**src/rtl/spi_master_param.sv**
```systemverilog
// spi_master_param: parametrised SPI master.
//   Configurable word width, NUM_SS active-low slave selects, all four
//   CPOL/CPHA modes, MSB/LSB-first ordering and a programmable SCK
//   half-period H = i_clk_div + 1 system clocks.
//
// Optional build macro: SPI_MASTER_CONT_EN
//   Defined   : continuous mode. A request present on the last SCK edge of
//               a word chains the next word with SS held low and no gap in
//               the SCK rhythm.
//   Undefined : every word is a separate transaction (SS released between).
//
// Ports
//   i_sys_clk, i_sys_rst      clock, asynchronous active-low reset
//   i_trans_en                transfer request (level), accepted in IDLE
//   i_data                    TX word, captured at acceptance
//   i_ss_sel                  slave index, captured at acceptance
//   i_cpol, i_cpha            SPI mode, captured at acceptance
//   i_lsb_first               1 = LSB first, captured at acceptance
//   i_clk_div                 SCK half-period minus one, captured at acceptance
//   i_MISO                    serial data in
//   o_SCK, o_MOSI, o_SS       SPI pins (o_SS active-low, one-hot-low)
//   o_busy                    high outside IDLE
//   o_data                    last received word
//   o_interrupt               one-cycle completion pulse
module spi_master_param #(
  parameter int unsigned DATA_W = 8,
  parameter int unsigned NUM_SS = 4,
  parameter int unsigned DIV_W  = 8,
  localparam int unsigned SEL_W = (NUM_SS > 1) ? $clog2(NUM_SS) : 1
) (
  input  logic              i_sys_clk,
  input  logic              i_sys_rst,
  input  logic              i_trans_en,
  input  logic [DATA_W-1:0] i_data,
  input  logic [SEL_W-1:0]  i_ss_sel,
  input  logic              i_cpol,
  input  logic              i_cpha,
  input  logic              i_lsb_first,
  input  logic [DIV_W-1:0]  i_clk_div,
  input  logic              i_MISO,
  output logic              o_SCK,
  output logic              o_MOSI,
  output logic [NUM_SS-1:0] o_SS,
  output logic              o_busy,
  output logic [DATA_W-1:0] o_data,
  output logic              o_interrupt
);

  localparam int unsigned     EC_W      = $clog2(2 * DATA_W);
  localparam logic [EC_W-1:0] LAST_EDGE = EC_W'(2 * DATA_W - 1);

  typedef enum logic [2:0] {
    S_IDLE  = 3'd0,
    S_SETUP = 3'd1,
    S_XFER  = 3'd2,
    S_HOLD  = 3'd3,
    S_DONE  = 3'd4
  } state_t;

  // Bit that leaves the shift register first for the selected order.
  function automatic logic f_first_bit(input logic [DATA_W-1:0] w, input logic lsb);
    return lsb ? w[0] : w[DATA_W-1];
  endfunction

  // Shift register after the first bit has been sent.
  function automatic logic [DATA_W-1:0] f_shift_out(input logic [DATA_W-1:0] w,
                                                    input logic lsb);
    return lsb ? (w >> 1) : (w << 1);
  endfunction

  // Receive shift so the assembled word ends up in natural bit order.
  function automatic logic [DATA_W-1:0] f_shift_in(input logic [DATA_W-1:0] w,
                                                   input logic b, input logic lsb);
    return lsb ? {b, w[DATA_W-1:1]} : {w[DATA_W-2:0], b};
  endfunction

  state_t              r_state;
  state_t              w_state_nxt;

  logic                r_cpol, r_cpha, r_lsb;
  logic [DIV_W-1:0]    r_div;
  logic [DIV_W-1:0]    r_div_cnt;
  logic [EC_W-1:0]     r_edge_cnt;
  logic [DATA_W-1:0]   r_tx, r_rx;
  logic                r_sck, r_mosi, r_irq;
  logic [NUM_SS-1:0]   r_ss;
  logic [DATA_W-1:0]   r_data;

  logic                w_cpol_nxt, w_cpha_nxt, w_lsb_nxt;
  logic [DIV_W-1:0]    w_div_nxt;
  logic [DIV_W-1:0]    w_div_cnt_nxt;
  logic [EC_W-1:0]     w_edge_cnt_nxt;
  logic [DATA_W-1:0]   w_tx_nxt, w_rx_nxt;
  logic                w_sck_nxt, w_mosi_nxt, w_irq_nxt;
  logic [NUM_SS-1:0]   w_ss_nxt;
  logic [DATA_W-1:0]   w_data_nxt;

  logic                w_accept, w_tick, w_edge, w_last, w_leading;
  logic                w_sample, w_drive, w_cont;
  logic [DATA_W-1:0]   w_rx_in;

  // Request decode and SCK edge qualification.
  assign w_accept  = (r_state == S_IDLE) && i_trans_en && (32'(i_ss_sel) < NUM_SS);
  assign w_tick    = (r_div_cnt == r_div);
  assign w_edge    = (r_state == S_XFER) && w_tick;
  assign w_last    = (r_edge_cnt == LAST_EDGE);
  // Even edge indices move SCK away from CPOL.
  assign w_leading = ~r_edge_cnt[0];
  assign w_sample  = w_edge && (w_leading ^ r_cpha);
  // cpha=0 has no trailing drive after the final bit.
  assign w_drive   = w_edge && (r_cpha ? w_leading : (~w_leading && ~w_last));
  assign w_rx_in   = w_sample ? f_shift_in(r_rx, i_MISO, r_lsb) : r_rx;

`ifdef SPI_MASTER_CONT_EN
  // Chain the next word when a request is present on the final edge.
  assign w_cont = w_edge && w_last && i_trans_en;
`else
  assign w_cont = 1'b0;
`endif

  // State register.
  always_ff @(posedge i_sys_clk or negedge i_sys_rst) begin
    if (!i_sys_rst) r_state <= S_IDLE;
    else            r_state <= w_state_nxt;
  end

  // Next-state logic.
  always_comb begin
    w_state_nxt = r_state;
    unique case (r_state)
      S_IDLE:  if (w_accept) w_state_nxt = S_SETUP;
      S_SETUP: if (w_tick)   w_state_nxt = S_XFER;
      S_XFER:  if (w_edge && w_last) w_state_nxt = w_cont ? S_XFER : S_HOLD;
      S_HOLD:  if (w_tick)   w_state_nxt = S_DONE;
      S_DONE:  w_state_nxt = S_IDLE;
      default: w_state_nxt = S_IDLE;
    endcase
  end

  // Output / datapath next values.
  always_comb begin
    w_cpol_nxt     = r_cpol;
    w_cpha_nxt     = r_cpha;
    w_lsb_nxt      = r_lsb;
    w_div_nxt      = r_div;
    w_div_cnt_nxt  = DIV_W'(0);
    w_edge_cnt_nxt = r_edge_cnt;
    w_tx_nxt       = r_tx;
    w_rx_nxt       = r_rx;
    w_sck_nxt      = r_sck;
    w_mosi_nxt     = r_mosi;
    w_irq_nxt      = 1'b0;
    w_ss_nxt       = r_ss;
    w_data_nxt     = r_data;

    // Divider runs only while a transfer is in flight.
    if (r_state == S_SETUP || r_state == S_XFER || r_state == S_HOLD) begin
      w_div_cnt_nxt = w_tick ? DIV_W'(0) : r_div_cnt + DIV_W'(1);
    end

    unique case (r_state)
      S_IDLE: begin
        w_sck_nxt  = i_cpol;
        w_mosi_nxt = 1'b0;
        if (w_accept) begin
          w_cpol_nxt     = i_cpol;
          w_cpha_nxt     = i_cpha;
          w_lsb_nxt      = i_lsb_first;
          w_div_nxt      = i_clk_div;
          w_edge_cnt_nxt = EC_W'(0);
          w_rx_nxt       = '0;
          w_ss_nxt       = ~(NUM_SS'(1) << i_ss_sel);
          // cpha=0 presents the first bit before the first edge.
          w_mosi_nxt     = i_cpha ? 1'b0 : f_first_bit(i_data, i_lsb_first);
          w_tx_nxt       = i_cpha ? i_data : f_shift_out(i_data, i_lsb_first);
        end
      end
      S_SETUP: begin
        if (w_tick) w_edge_cnt_nxt = EC_W'(0);
      end
      S_XFER: begin
        if (w_edge) begin
          w_sck_nxt      = ~r_sck;
          w_edge_cnt_nxt = w_last ? EC_W'(0) : r_edge_cnt + EC_W'(1);
          w_rx_nxt       = w_rx_in;
          if (w_drive) begin
            w_mosi_nxt = f_first_bit(r_tx, r_lsb);
            w_tx_nxt   = f_shift_out(r_tx, r_lsb);
          end
          if (w_cont) begin
            w_irq_nxt  = 1'b1;
            w_data_nxt = w_rx_in;
            w_rx_nxt   = '0;
            w_mosi_nxt = r_cpha ? r_mosi : f_first_bit(i_data, r_lsb);
            w_tx_nxt   = r_cpha ? i_data : f_shift_out(i_data, r_lsb);
          end
        end
      end
      S_HOLD: begin
        if (w_tick) begin
          w_ss_nxt   = '1;
          w_mosi_nxt = 1'b0;
        end
      end
      S_DONE: begin
        w_irq_nxt  = 1'b1;
        w_data_nxt = r_rx;
      end
      default: ;
    endcase
  end

  // Datapath and output registers.
  always_ff @(posedge i_sys_clk or negedge i_sys_rst) begin
    if (!i_sys_rst) begin
      r_cpol     <= 1'b0;
      r_cpha     <= 1'b0;
      r_lsb      <= 1'b0;
      r_div      <= '0;
      r_div_cnt  <= '0;
      r_edge_cnt <= '0;
      r_tx       <= '0;
      r_rx       <= '0;
      r_sck      <= 1'b0;
      r_mosi     <= 1'b0;
      r_irq      <= 1'b0;
      r_ss       <= '1;
      r_data     <= '0;
    end else begin
      r_cpol     <= w_cpol_nxt;
      r_cpha     <= w_cpha_nxt;
      r_lsb      <= w_lsb_nxt;
      r_div      <= w_div_nxt;
      r_div_cnt  <= w_div_cnt_nxt;
      r_edge_cnt <= w_edge_cnt_nxt;
      r_tx       <= w_tx_nxt;
      r_rx       <= w_rx_nxt;
      r_sck      <= w_sck_nxt;
      r_mosi     <= w_mosi_nxt;
      r_irq      <= w_irq_nxt;
      r_ss       <= w_ss_nxt;
      r_data     <= w_data_nxt;
    end
  end

  assign o_SCK       = r_sck;
  assign o_MOSI      = r_mosi;
  assign o_SS        = r_ss;
  assign o_busy      = (r_state != S_IDLE);
  assign o_data      = r_data;
  assign o_interrupt = r_irq;

endmodule

```
**config.mk**
```make
export PLATFORM = sky130hd
export DESIGN_NAME = spi_master_param
export DESIGN_NICKNAME = d
export VERILOG_FILES = /design/src/rtl/spi_master_param.sv
export SDC_FILE = /design/constraint.sdc
export NUM_CORES = 1
export LEC_CHECK = 0
export ABC_AREA = 1
export BUFFER_PORTS_ARGS = -buffer_cell sky130_fd_sc_hd__clkbuf_2
export CAP_MARGIN = 20
export CORE_UTILIZATION = 52
export DETAILED_ROUTE_END_ITERATION = 8
export GPL_ROUTABILITY_DRIVEN = 0
export PLACE_DENSITY_LB_ADDON = 0.2
export SYNTH_ARGS = -nofsm -noshare
export SYNTH_HDL_FRONTEND = slang
export SYNTH_SLANG_ARGS = --single-unit
```
**constraint.sdc**
```tcl
create_clock -name i_sys_clk -period 1.6 [get_ports i_sys_clk]
set_input_delay 0.32 -clock i_sys_clk [delete_from_list [all_inputs] [get_ports i_sys_clk]]
set_output_delay 0.32 -clock i_sys_clk [all_outputs]
set_load 0.02 [all_outputs]
```
==> summary.txt, run 1 <==
Logic synthesis
  – Post-synthesis sequential area ratio: 47.13%
  – Synth Instances: between 300 and 400
  – Synth area leader: dfrtp_1
  – Synth area leaders: dfrtp_1 (44%), nand2_1 (19%), inv_1 (4.9%)
  – Cell with the most instances after synthesis: nand2_1
  – Synth top area share: between 40% and 50%
  – Synth Cell Area: between 2000 and 3000 µm²
  – Netlist cell types: 36
  – Syn avg cell area: 7.593 µm²
  – Synth Net Count: 420
  – #FFs+latches synth: 56
  – Post-synth EDFFs: 0
  – Synth Flop Type: dfrtp_1
  – Most instantiated cells after synthesis: nand2_1 (150), dfrtp_1 (52), inv_1 (39), o21ai_0 (25)
  – Warnings from Yosys: 0
  – Ys async rst share: 100.0%

Pwr
  – Peak VDD IR: 0.6157 mV
  – Leakage: ~2 nW
  – Power per cell area: between 600 and 700 nW/µm²

CTS
  – Total CTS buffers: 5
  – Clock Root Buffer: clkbuf_8
  – CTS tree: yes
  – Clock tree buffer depth: 2
  – Clock-pin slew on the worst setup and hold paths: roughly 0.10 ns
  – Htree depth: 2
  – Clk sink count: between 50 and 60
  – Clock Latency Late Sink: 0.31 ns

Floorplanning
  – Starting Density: between 50% and 60%
  – Num rows: 27
  – CORE AREA: 5507 µm²
  – DIE AREA: slightly above 6000 µm²
  – Die width: 77.76 µm
  – Die height: 77.76 µm
  – IO Pins: 41

Outcome
  – Status: finished with violations
  – Failing checks: hold timing, setup timing

STA
  – Crit path time final: between 1.5 and 2 ns
  – Worst Tran Pin Value: 0.2994 ns
  – RSZ-0062 raised after global routing: true
  – Worst clock skew: 0.01091 ns
  – Fin crit share: 102.0%
  – Slew Limit Fails: 0
  – Max_slew headroom: 80.02%
  – Final setup viols: 8
  – Highest clock rate: 612.8 MHz
  – Hold Vio Cnt, Final: 2
  – Setup Total Neg Slack: -0.1526 ns
  – Worst setup margin: -0.03199 ns
  – Hold slack: -0.001945 ns

Worst setup path
  – CP peak stage delay: approximately 0.42 ns
  – CP Class: flip-flop to flip-flop
  – WP data required: 1.80 ns
  – CP Max Fanout: 8
  – CP endpoint kind: flip-flop
  – Critical Path Start Type: flip-flop
  – Crit path DAT: roughly 1.8 ns
  – Critical Path, Cell by Cell: nor2_4, buf_6, nand2_4, or3_4, o21ai_4, nand2_4, nand2_1, nand2_1
  – CP max-delay cell: dfrtp_1

Global route
  – Vias in the first global route: 2,705
  – GR Overflow Total: 0
  – Largest net degree at the start of global routing: 57
  – Initial antenna violation count: 0
  – First-pass GRT wire length: roughly 12 mm
  – Total track usage: ~25%

Final layout
  – Area delta synth->final: 25.24%
  – Fin util: approximately two thirds
  – # fillers: approximately 440
  – Fin nets: ~500
  – Layout cells sized above 1: about a quarter
  – ANT cells: 0

Routing
  – Number of DRC markers in iteration 0: approximately 220
  – Mean routed wirelength per cell: 12.38 µm
  – Final ANT Viol Nets: 0
  – Via density per instance: roughly 5.1
  – Total wire length: around 6.7 mm
  – DR DRC count: 0
  – DR vias: 2,734
  – Pre-Repair DR Iteration Count: 4

Placed design
  – Dpl hpwl: 4.821 mm
  – IO buf count: 40

Flow run
  – Max-cap violations: 0

Min path
  – Min-Delay Path Class: input port to asynchronous set/reset pin
[flip-flops by register name, summed over array words and instances, names as in the netlist]
signal,flops
r_div,8
o_interrupt,1
r_lsb,1
r_rx,8
r_tx,8
r_cpha,1
r_edge_cnt,4
o_MOSI,1
o_SCK,1
o_SS,4
o_data,8
r_div_cnt,8
r_state,3
[metal layers]
metal	share of wire, %	vias up	track usage (%)
met4	0.60	0	7.547
met5	0	-	0
met2	47	63	40.97
met3	4.4	4	4.941
li1	-	1408	-
met1	48	1259	32.33
[cell usage in the layout, fill, tap and decap left out, types with 2 or more instances in the layout]
| cell | n |
|---|---|
| a21oi_1 | 20 |
| buf_4 | 30 |
| buf_6 | 6 |
| clkbuf_2 | 39 |
| clkbuf_8 | 5 |
| dfrtp_1 | 52 |
| dfstp_2 | 4 |
| ha_1 | 2 |
| inv_1 | 38 |
| inv_2 | 2 |
| nand2_1 | 144 |
| nand2_2 | 5 |
| nand2_4 | 5 |
| nand3_1 | 15 |
| nand3_2 | 4 |
| nand3b_1 | 2 |
| nand4_1 | 4 |
| nor2_1 | 18 |
| nor2_2 | 2 |
| nor2_4 | 3 |
| nor3_1 | 6 |
| nor3_2 | 2 |
| o21ai_0 | 23 |
| o21ai_1 | 6 |
| o221ai_1 | 3 |
| o22ai_1 | 6 |
| xnor2_1 | 4 |
| xor2_1 | 3 |
[layout make-up]
cell class / instances / area [µm²] / share of cell area, %
Multi-Input combinational cell: 287 / 1453 / 38.87
Sequential cell: 56 / 1406 / 37.63
Timing Repair Buffer: 77 / 523.0 / 13.99
Inverter: 41 / 153.9 / 4.118
Tap cell: 72 / 90.09 / 2.410
Clock buffer: 5 / 68.82 / 1.841
Clock inverter: 3 / 42.54 / 1.138
[per-stage QoR]
| stage | area, µm² | cells | setup WS, ns | hold WS, ns | total power (W) |
|---|---|---|---|---|---|
| after detailed placement | 3453 | 524 | -0.01823 | 0.3456 | 0.001561 |
| after global routing | 3737 | 541 | -0.1429 | 0.02559 | 0.002540 |
| after global placement | 3453 | 524 | 0.04808 | 0.3477 | 0.001559 |
| after CTS | 3628 | 537 | -0.03176 | 0.005843 | 0.002471 |
| after floorplan | 2984 | 393 | 0.008703 | 0.02441 | 0.001482 |
| final | 3737 | 541 | -0.03199 | -0.001945 | 0.002449 |
[report_power, final]
| group | switching, W | total (W) | internal (W) |
|---|---|---|---|
| clock | 0.000454 | 0.000918 | 0.000464 |
| combinational | 0.0000704 | 0.000117 | 0.0000462 |
| sequential | 0 | 0.00141 | 0.00141 |
| total | 0.000524 | 0.00245 | 0.00192 |
[what timing repair did]
action,in CTS,in global routing
gates cloned,0,0
hold buffers,0,0
pin swaps,2,14
gates resized for setup,6,24
endpoints found under the setup margin,9,37
setup buffers,5,4
[worst paths after layout]
check | startpoint | slack [ns] | end | depth (start not counted)
min in group i_sys_clk | i_ss_sel[0] | 0.19 | o_SS[3] | 2
hold reg to reg | o_SS[1] | 0.48 | o_SS[1] | 2
setup / recovery | r_state[0] | -0.03 | r_rx[6] | 8
hold / removal | i_sys_rst | -0.002 | r_div_cnt[1] | 2
max in group asynchronous | i_sys_rst | 1.32 | o_SS[0] | 2
setup reg to reg | r_state[0] | -0.03 | r_rx[6] | 8
[worst max-delay path: cells and delay by family (launching register included)]
| family | cells | cell delay [ns] |
|---|---|---|
| AND/OR/NAND/NOR | 6 | 0.79 |
| flip-flops | 1 | 0.42 |
| AO/OA/AOI/OAI | 1 | 0.19 |
| buffers and inverters | 1 | 0.12 |
[kinds of logic (layout without fill, tap and decap cells)]
| kind of cell | after synthesis | in the layout | share of synthesized area, % |
|---|---|---|---|
| xor gates and xnor gates | 8 | 8 | 2.348 |
| AOI/OAI and AO/OA | 64 | 64 | 12.41 |
| adders and majority gates | 2 | 2 | 0.8384 |
| and+or+nand+nor | 212 | 212 | 30.31 |
| muxes | 1 | 1 | 0.3354 |
| buffers and inverters | 50 | 126 | 6.624 |
| DFF | 56 | 56 | 47.13 |
Note: power is estimated with default switching activity, not from simulation.
==> run 2: changes to the inputs <==
Settings changed: GPL_ROUTABILITY_DRIVEN 0 to default, PLACE_DENSITY from default to 0.83, PLACE_DENSITY_LB_ADDON 0.2 to default, REMOVE_ABC_BUFFERS from default to 1.
==> run 2 against run 1 <==
Against the previous run:
- the run ends with setup timing left
- fmax up 0.86%
- sequential power about the same
- first-iteration DRC count down 16%
- global-route usage up 0.34 points
==> summary.txt, run 2 (synthesis results as in run 1) <==
Routing
  – Pre-Repair DR Iteration Count: 4 (unchanged)
  – Mean routed wirelength per cell: 12.91 µm (was 12.38 µm)
  – DR vias: 2,822 (was 2,734)
  – Final ANT Viol Nets: 0 (unchanged)
  – Via density per instance: 5.245 (was 5.054)
  – Number of DRC markers in iteration 0: 187 (was 223)
  – DR DRC count: 0 (unchanged)
  – Total wire length: 6.948 mm (was 6.695 mm)

Worst setup path
  – CP Class: flip-flop to flip-flop (unchanged)
  – CP endpoint kind: flip-flop (unchanged)
  – Critical Path Start Type: flip-flop (unchanged)
  – Crit path DAT: 1.82 ns (was 1.83 ns)
  – WP data required: 1.81 ns (was 1.80 ns)
  – CP Max Fanout: 3 (was 8)

STA
  – Worst Tran Pin Value: 0.5339 ns (was 0.2994 ns)
  – RSZ-0062 raised after global routing: true (unchanged)
  – Worst clock skew: 0.01133 ns (was 0.01091 ns)
  – Final setup viols: 13 (was 8)
  – Fin crit share: 101.1% (was 102.0%)
  – Max_slew headroom: 64.17% (was 80.02%)
  – Worst setup margin: -0.01807 ns (was -0.03199 ns)
  – Highest clock rate: 618.0 MHz (was 612.8 MHz)
  – Hold Vio Cnt, Final: 0 (was 2)
  – Hold slack: 0.1954 ns (was -0.001945 ns)
  – Slew Limit Fails: 0 (unchanged)
  – Crit path time final: 1.618 ns (was 1.632 ns)

Placed design
  – IO buf count: 40 (unchanged)
  – Dpl hpwl: 4.891 mm (was 4.821 mm)
  – RD Place Congestion: 0.8267

Pwr
  – Combinational power share: 5.1% (was 4.8%)
  – Peak VDD IR: 0.4698 mV (was 0.6157 mV)
  – Power per cell area: 625.3 nW/µm² (was 655.3 nW/µm²)
  – Leakage: 1.896 nW (was 1.942 nW)
  – Sw frac: 22.88% (was 21.41%)
  – Sequential share of power: 60.2% (was 57.8%)
  – Total power: 0.002352 W (was 0.002449 W)
  – Total internal power: 0.001814 W (was 0.001925 W)
  – Clock power frac: 34.7% (was 37.5%)
  – Switching pwr: 0.0005382 W (was 0.0005242 W)

Floorplanning
  – Die width: 77.76 µm (unchanged)
  – IO Pins: 41 (unchanged)
  – Starting Density: 54.19% (unchanged)
  – CORE AREA: 5507 µm² (unchanged)
  – Die height: 77.76 µm (unchanged)
  – Num rows: 27 (unchanged)
  – DIE AREA: 6046 µm² (unchanged)

Global route
  – Largest net degree at the start of global routing: 57 (unchanged)
  – GR Overflow Total: 0 (unchanged)
  – Vias in the first global route: 2,875 (was 2,705)
  – Initial antenna violation count: 0 (unchanged)
  – First-pass GRT wire length: 11.95 mm (was 11.74 mm)
  – Total track usage: 24.97% (was 24.62%)

CTS
  – Clock Root Buffer: clkbuf_8 (unchanged)
  – Htree depth: 2 (unchanged)
  – Total CTS buffers: 5 (unchanged)
  – Clock-pin slew on the worst setup and hold paths: 0.10 ns (about the same)
  – CTS tree: yes (unchanged)
  – Clk sink count: 56 (unchanged)
  – Clock Latency Late Sink: 0.32 ns (was 0.31 ns)
  – Clock tree buffer depth: 2 (unchanged)

Final layout
  – Most common cell after layout, fill and taps aside: nand2_1 (unchanged)
  – Area delta synth->final: 26.04% (was 25.24%)
  – Fin nets: 492 (was 495)
  – Fin util: 68.30% (was 67.87%)
  – Layout cells sized above 1: 26.82% (was 24.95%)
  – # fillers: 450 (was 444)
  – Commonest cells after routing, fill and taps aside: nand2_1 (135), dfrtp_1 (52), clkbuf_2 (39) (was nand2_1 (144), dfrtp_1 (52), clkbuf_2 (39))
  – ANT cells: 0 (unchanged)

Outcome
  – Status: finished with violations (unchanged)
  – Failing checks: setup timing (was hold timing, setup timing)

Min path
  – Min-Delay Path Class: input port to flip-flop (was input port to asynchronous set/reset pin)

Flow run
  – Max-cap violations: 0 (unchanged)
==> run 2: layout make-up <==
type                            count  area, µm²  share of cell area, %
Multi-Input combinational cell    288       1494                  39.72
Clock buffer                        6      82.58                  2.196
Clock inverter                      2      15.01                 0.3992
Inverter                           41      162.7                  4.325
Timing Repair Buffer               73      510.5                  13.57
Tap cell                           72      90.09                  2.395
Sequential cell                    56       1406                  37.39
==> run 2: final timing paths <==
check / start / end / slack [ns] / cells past startpoint
worst max-delay path: r_edge_cnt[1] / o_MOSI / -0.02 / 11
worst min-delay path: i_ss_sel[0] / o_SS[3] / 0.20 / 2
worst max register to register: r_edge_cnt[1] / o_MOSI / -0.02 / 11
worst min register to register: o_SS[2] / o_SS[2] / 0.48 / 2
max in group asynchronous: i_sys_rst / o_SS[3] / 0.77 / 3
min in group asynchronous: i_sys_rst / r_div[6] / 0.54 / 3
==> run 2: stage by stage <==
stage	setup slack, ns	setup TNS (ns)	std cells	instance area [µm²]
floorplan	-0.1942	-2.423	384	2940
detailed placement	-0.03710	-0.1129	517	3401
global placement	0.07277	0	517	3401
CTS	-0.01612	-0.01710	532	3590
global route	-0.1226	-2.548	538	3761
finish	-0.01807	-0.09895	538	3761
==> run 2: worst max-delay path: stages, from the launching register on <==
cell and delay (ns):
dfrtp_1 0.43, ha_2 0.21, nand2_2 0.06, inv_2 0.04
nand2_2 0.07, a21oi_2 0.05, nand3b_1 0.21, nand2_4 0.13
buf_4 0.12, nand3_1 0.07, nand2_1 0.07, nand2_1 0.05
==> run 2: per-layer routing <==
layer	vias up	track usage, %	wire (µm)
li1	1406	-	-
met1	1323	29.07	2971
met2	81	44.34	3534
met3	12	4.235	307
met4	0	12.08	136
met5	-	0	0
==> run 2: power by group through the flow <==
stage	registers [W]	logic (W)	clock network, W
detailed placement	0.00144	0.000119	0
global route	0.00142	0.000137	0.000889
CTS	0.00141	0.000121	0.000834
global placement	0.00144	0.000115	0
floorplan	0.00144	0.0000390	0
finish	0.00141	0.000120	0.000817
==> run 2: repair_timing <==
item                                   in CTS  in global routing
gates resized for setup                    10                 41
gates cloned                                0                  1
setup buffers                               6                  6
endpoints found under the hold margin       2                  0
hold buffers                                1                  0
setup endpoints to repair                   9                 36
pin swaps                                   2                 13
==> run 3: changes to the inputs <==
Settings changed: CELL_PAD_IN_SITES_DETAIL_PLACEMENT from default to 1, CELL_PAD_IN_SITES_GLOBAL_PLACEMENT from default to 2, CORE_UTILIZATION 52 to 30.
==> run 3 against run 2 <==
Against the previous run:
- the run ends with DRC, setup timing left
- worst setup slack got worse by 0.011 ns
- design area increased by 2.2%
- utilization decreased by 29 points
- critical path type unchanged
- largest power group unchanged
==> summary.txt, run 3 (synthesis results as in run 1) <==
STA
  – Hold slack: 0.2065 ns (was 0.1954 ns)
  – Setup Total Neg Slack: -0.1632 ns (was -0.09895 ns)
  – Worst clock skew: 0.007668 ns (was 0.01133 ns)
  – Crit path time final: 1.629 ns (was 1.618 ns)
  – Final setup viols: 10 (was 13)
  – Slew Limit Fails: 0 (unchanged)
  – Worst setup margin: -0.02862 ns (was -0.01807 ns)
  – Highest clock rate: 614.0 MHz (was 618.0 MHz)
  – Max_slew headroom: 79.78% (was 64.17%)
  – RSZ-0062 raised after global routing: true (unchanged)
  – Fin crit share: 101.8% (was 101.1%)
  – Hold Vio Cnt, Final: 0 (unchanged)
  – Worst Tran Pin Value: 0.3034 ns (was 0.5339 ns)

Global route
  – Largest net degree at the start of global routing: 57 (unchanged)
  – GR Overflow Total: 0 (unchanged)
  – First-pass GRT wire length: 13.44 mm (was 11.95 mm)
  – Initial antenna violation count: 0 (unchanged)
  – Vias in the first global route: 2,902 (was 2,875)
  – Total track usage: 16.57% (was 24.97%)

Pwr
  – Leakage: 1.946 nW (was 1.896 nW)
  – Power per cell area: 605.9 nW/µm² (was 625.3 nW/µm²)
  – Peak VDD IR: 0.3402 mV (was 0.4698 mV)

Worst setup path
  – Critical Path, Cell by Cell: buf_4, inv_1, nor2_1, or3_4, o21ai_4, buf_6, nand3_1, nand2_1 (was ha_2, nand2_2, inv_2, nand2_2, a21oi_2, nand3b_1, nand2_4, buf_4, nand3_1, nand2_1, nand2_1)
  – RR Startpoint: r_edge_cnt[0] (was r_edge_cnt[1])
  – Crit path DAT: 1.89 ns (was 1.82 ns)
  – Reg2Reg Depth: 8 (was 11)
  – CP Class: flip-flop to flip-flop (unchanged)
  – CP Buf/Inv Count: 3 (was 2)
  – CP endpoint kind: flip-flop (unchanged)
  – CP peak stage delay: 0.40 ns (was 0.43 ns)
  – CP Max Fanout: 8 (was 3)
  – End of the worst register-to-register path: r_rx[1] (was o_MOSI)
  – CP endpoint: r_rx[1] (was o_MOSI)
  – Levels on crit path: 8 (was 11)
  – Largest delay share family, worst path: simple AND/OR/NAND/NOR gates (unchanged)
  – Reg2Reg Setup Slack: -0.03 ns (was -0.02 ns)
  – CP Launch Point: r_edge_cnt[0] (was r_edge_cnt[1])
  – WP data required: 1.86 ns (was 1.81 ns)
  – Critical Path Start Type: flip-flop (unchanged)
  – CP max-delay cell: dfrtp_1 (unchanged)

CTS
  – Total CTS buffers: 5 (unchanged)
  – Clock Root Buffer: clkbuf_8 (unchanged)
  – Clock tree buffer depth: 2 (unchanged)
  – CTS tree: yes (unchanged)
  – Clk sink count: 56 (unchanged)
  – Clock-pin slew on the worst setup and hold paths: 0.11 ns (was 0.10 ns)
  – Htree depth: 2 (unchanged)
  – Clock Latency Late Sink: 0.32 ns (about the same)

Outcome
  – Status: finished with violations (unchanged)
  – Failing checks: DRC, setup timing (was setup timing)

Final layout
  – Fin util: 39.69% (was 68.30%)
  – Commonest cells after routing, fill and taps aside: nand2_1 (142), dfrtp_1 (52), clkbuf_2 (39) (was nand2_1 (135), dfrtp_1 (52), clkbuf_2 (39))
  – # fillers: 1,225 (was 450)
  – Final instance area: 3844 µm² (was 3761 µm²)
  – Fin nets: 499 (was 492)
  – Area delta synth->final: 28.81% (was 26.04%)
  – Most common cell after layout, fill and taps aside: nand2_1 (unchanged)
  – Layout cells sized above 1: 26.06% (was 26.82%)
  – ANT cells: 0 (unchanged)

Placed design
  – IO buf count: 40 (unchanged)
  – Placed inst area: 3535 µm² (was 3401 µm²)
  – Dpl hpwl: 5.691 mm (was 4.891 mm)
  – RD Place Congestion: 0.7971 (was 0.8267)

Routing
  – DR vias: 2,810 (was 2,822)
  – Final ANT Viol Nets: 0 (unchanged)
  – Mean routed wirelength per cell: 13.23 µm (was 12.91 µm)
  – Total wire length: 8.004 mm (was 6.948 mm)
  – DR DRC count: 1 (was 0)
  – Number of DRC markers in iteration 0: 69 (was 187)
  – Via density per instance: 4.645 (was 5.245)
  – Pre-Repair DR Iteration Count: 6 (was 4)

Floorplanning
  – Die width: 101.7 µm (was 77.76 µm)
  – Die height: 101.7 µm (was 77.76 µm)
  – Num rows: 36 (was 27)
  – Starting Density: 30.81% (was 54.19%)
  – IO Pins: 41 (unchanged)
  – DIE AREA: 10,350 µm² (was 6046 µm²)
  – CORE AREA: 9684 µm² (was 5507 µm²)

Flow run
  – Max-cap violations: 0 (unchanged)

Min path
  – Min-Delay Path Class: input port to flip-flop (unchanged)
[run 3: changes by cell type in the layout (fill, tap and decap cells not counted), sizes merged]
| cell | delta |
|---|---|
| buf | +9 |
| clkbuf | -2 |
| clkinvlp | -2 |
| inv | +2 |
| nand2 | -1 |
[run 3: cell type report]
class,instances,area [µm²],share of cell area (%)
Sequential cell,56,1406,36.59
Multi-Input combinational cell,287,1463,38.05
Clock buffer,5,68.82,1.790
Timing Repair Buffer,81,564.3,14.68
Clock inverter,2,16.27,0.4232
Tap cell,133,166.4,4.329
Inverter,41,158.9,4.134
[run 3: timing repair]
item	in CTS	in global routing
pin swaps	2	20
buffers inserted	5	9
hold buffers	1	0
endpoints found under the hold margin	9	0
setup endpoints to repair	24	29
gates resized for setup	11	24
[run 3: report_power, final]
group / switching (W) / total, W / internal (W)
clock: 0.000486 / 0.000793 / 0.000307
sequential: 0 / 0.00141 / 0.00141
combinational: 0.0000738 / 0.000121 / 0.0000476
total: 0.000560 / 0.00233 / 0.00177
[run 3: worst min path at each step]
| stage | start | to | slack [ns] | depth (start not counted) |
|---|---|---|---|---|
| 3_5_place_dp | i_sys_rst | o_interrupt | 0.35 | 2 |
| 4_1_cts | i_clk_div[2] | r_div[2] | 0.19 | 3 |
| 3_3_place_gp | i_sys_rst | o_interrupt | 0.35 | 2 |
| 2_1_floorplan | i_sys_rst | o_MOSI | 0.02 | 0 |
| 5_1_grt | i_clk_div[2] | r_div[2] | 0.20 | 3 |
| 6_report | i_ss_sel[0] | o_SS[3] | 0.21 | 2 |
[run 3: metrics by stage]
| stage | instances | total power [W] | worst slack [ns] |
|---|---|---|---|
| finish | 605 | 0.002329 | -0.02862 |
| global route | 605 | 0.002432 | -0.1541 |
| CTS | 596 | 0.002373 | -0.02274 |
| detailed placement | 584 | 0.001566 | -0.08785 |
| global placement | 584 | 0.001564 | 0.04071 |
| floorplan | 384 | 0.001482 | -0.1942 |
[run 3: metal layers]
| metal | vias up | share of wire, % | global-route usage [%] |
|---|---|---|---|
| met2 | 34 | 48 | 27.55 |
| met5 | - | 0 | 0 |
| li1 | 1419 | - | - |
| met4 | 0 | 1.4 | 4.682 |
| met1 | 1348 | 49 | 22.61 |
| met3 | 9 | 2.2 | 2.070 |
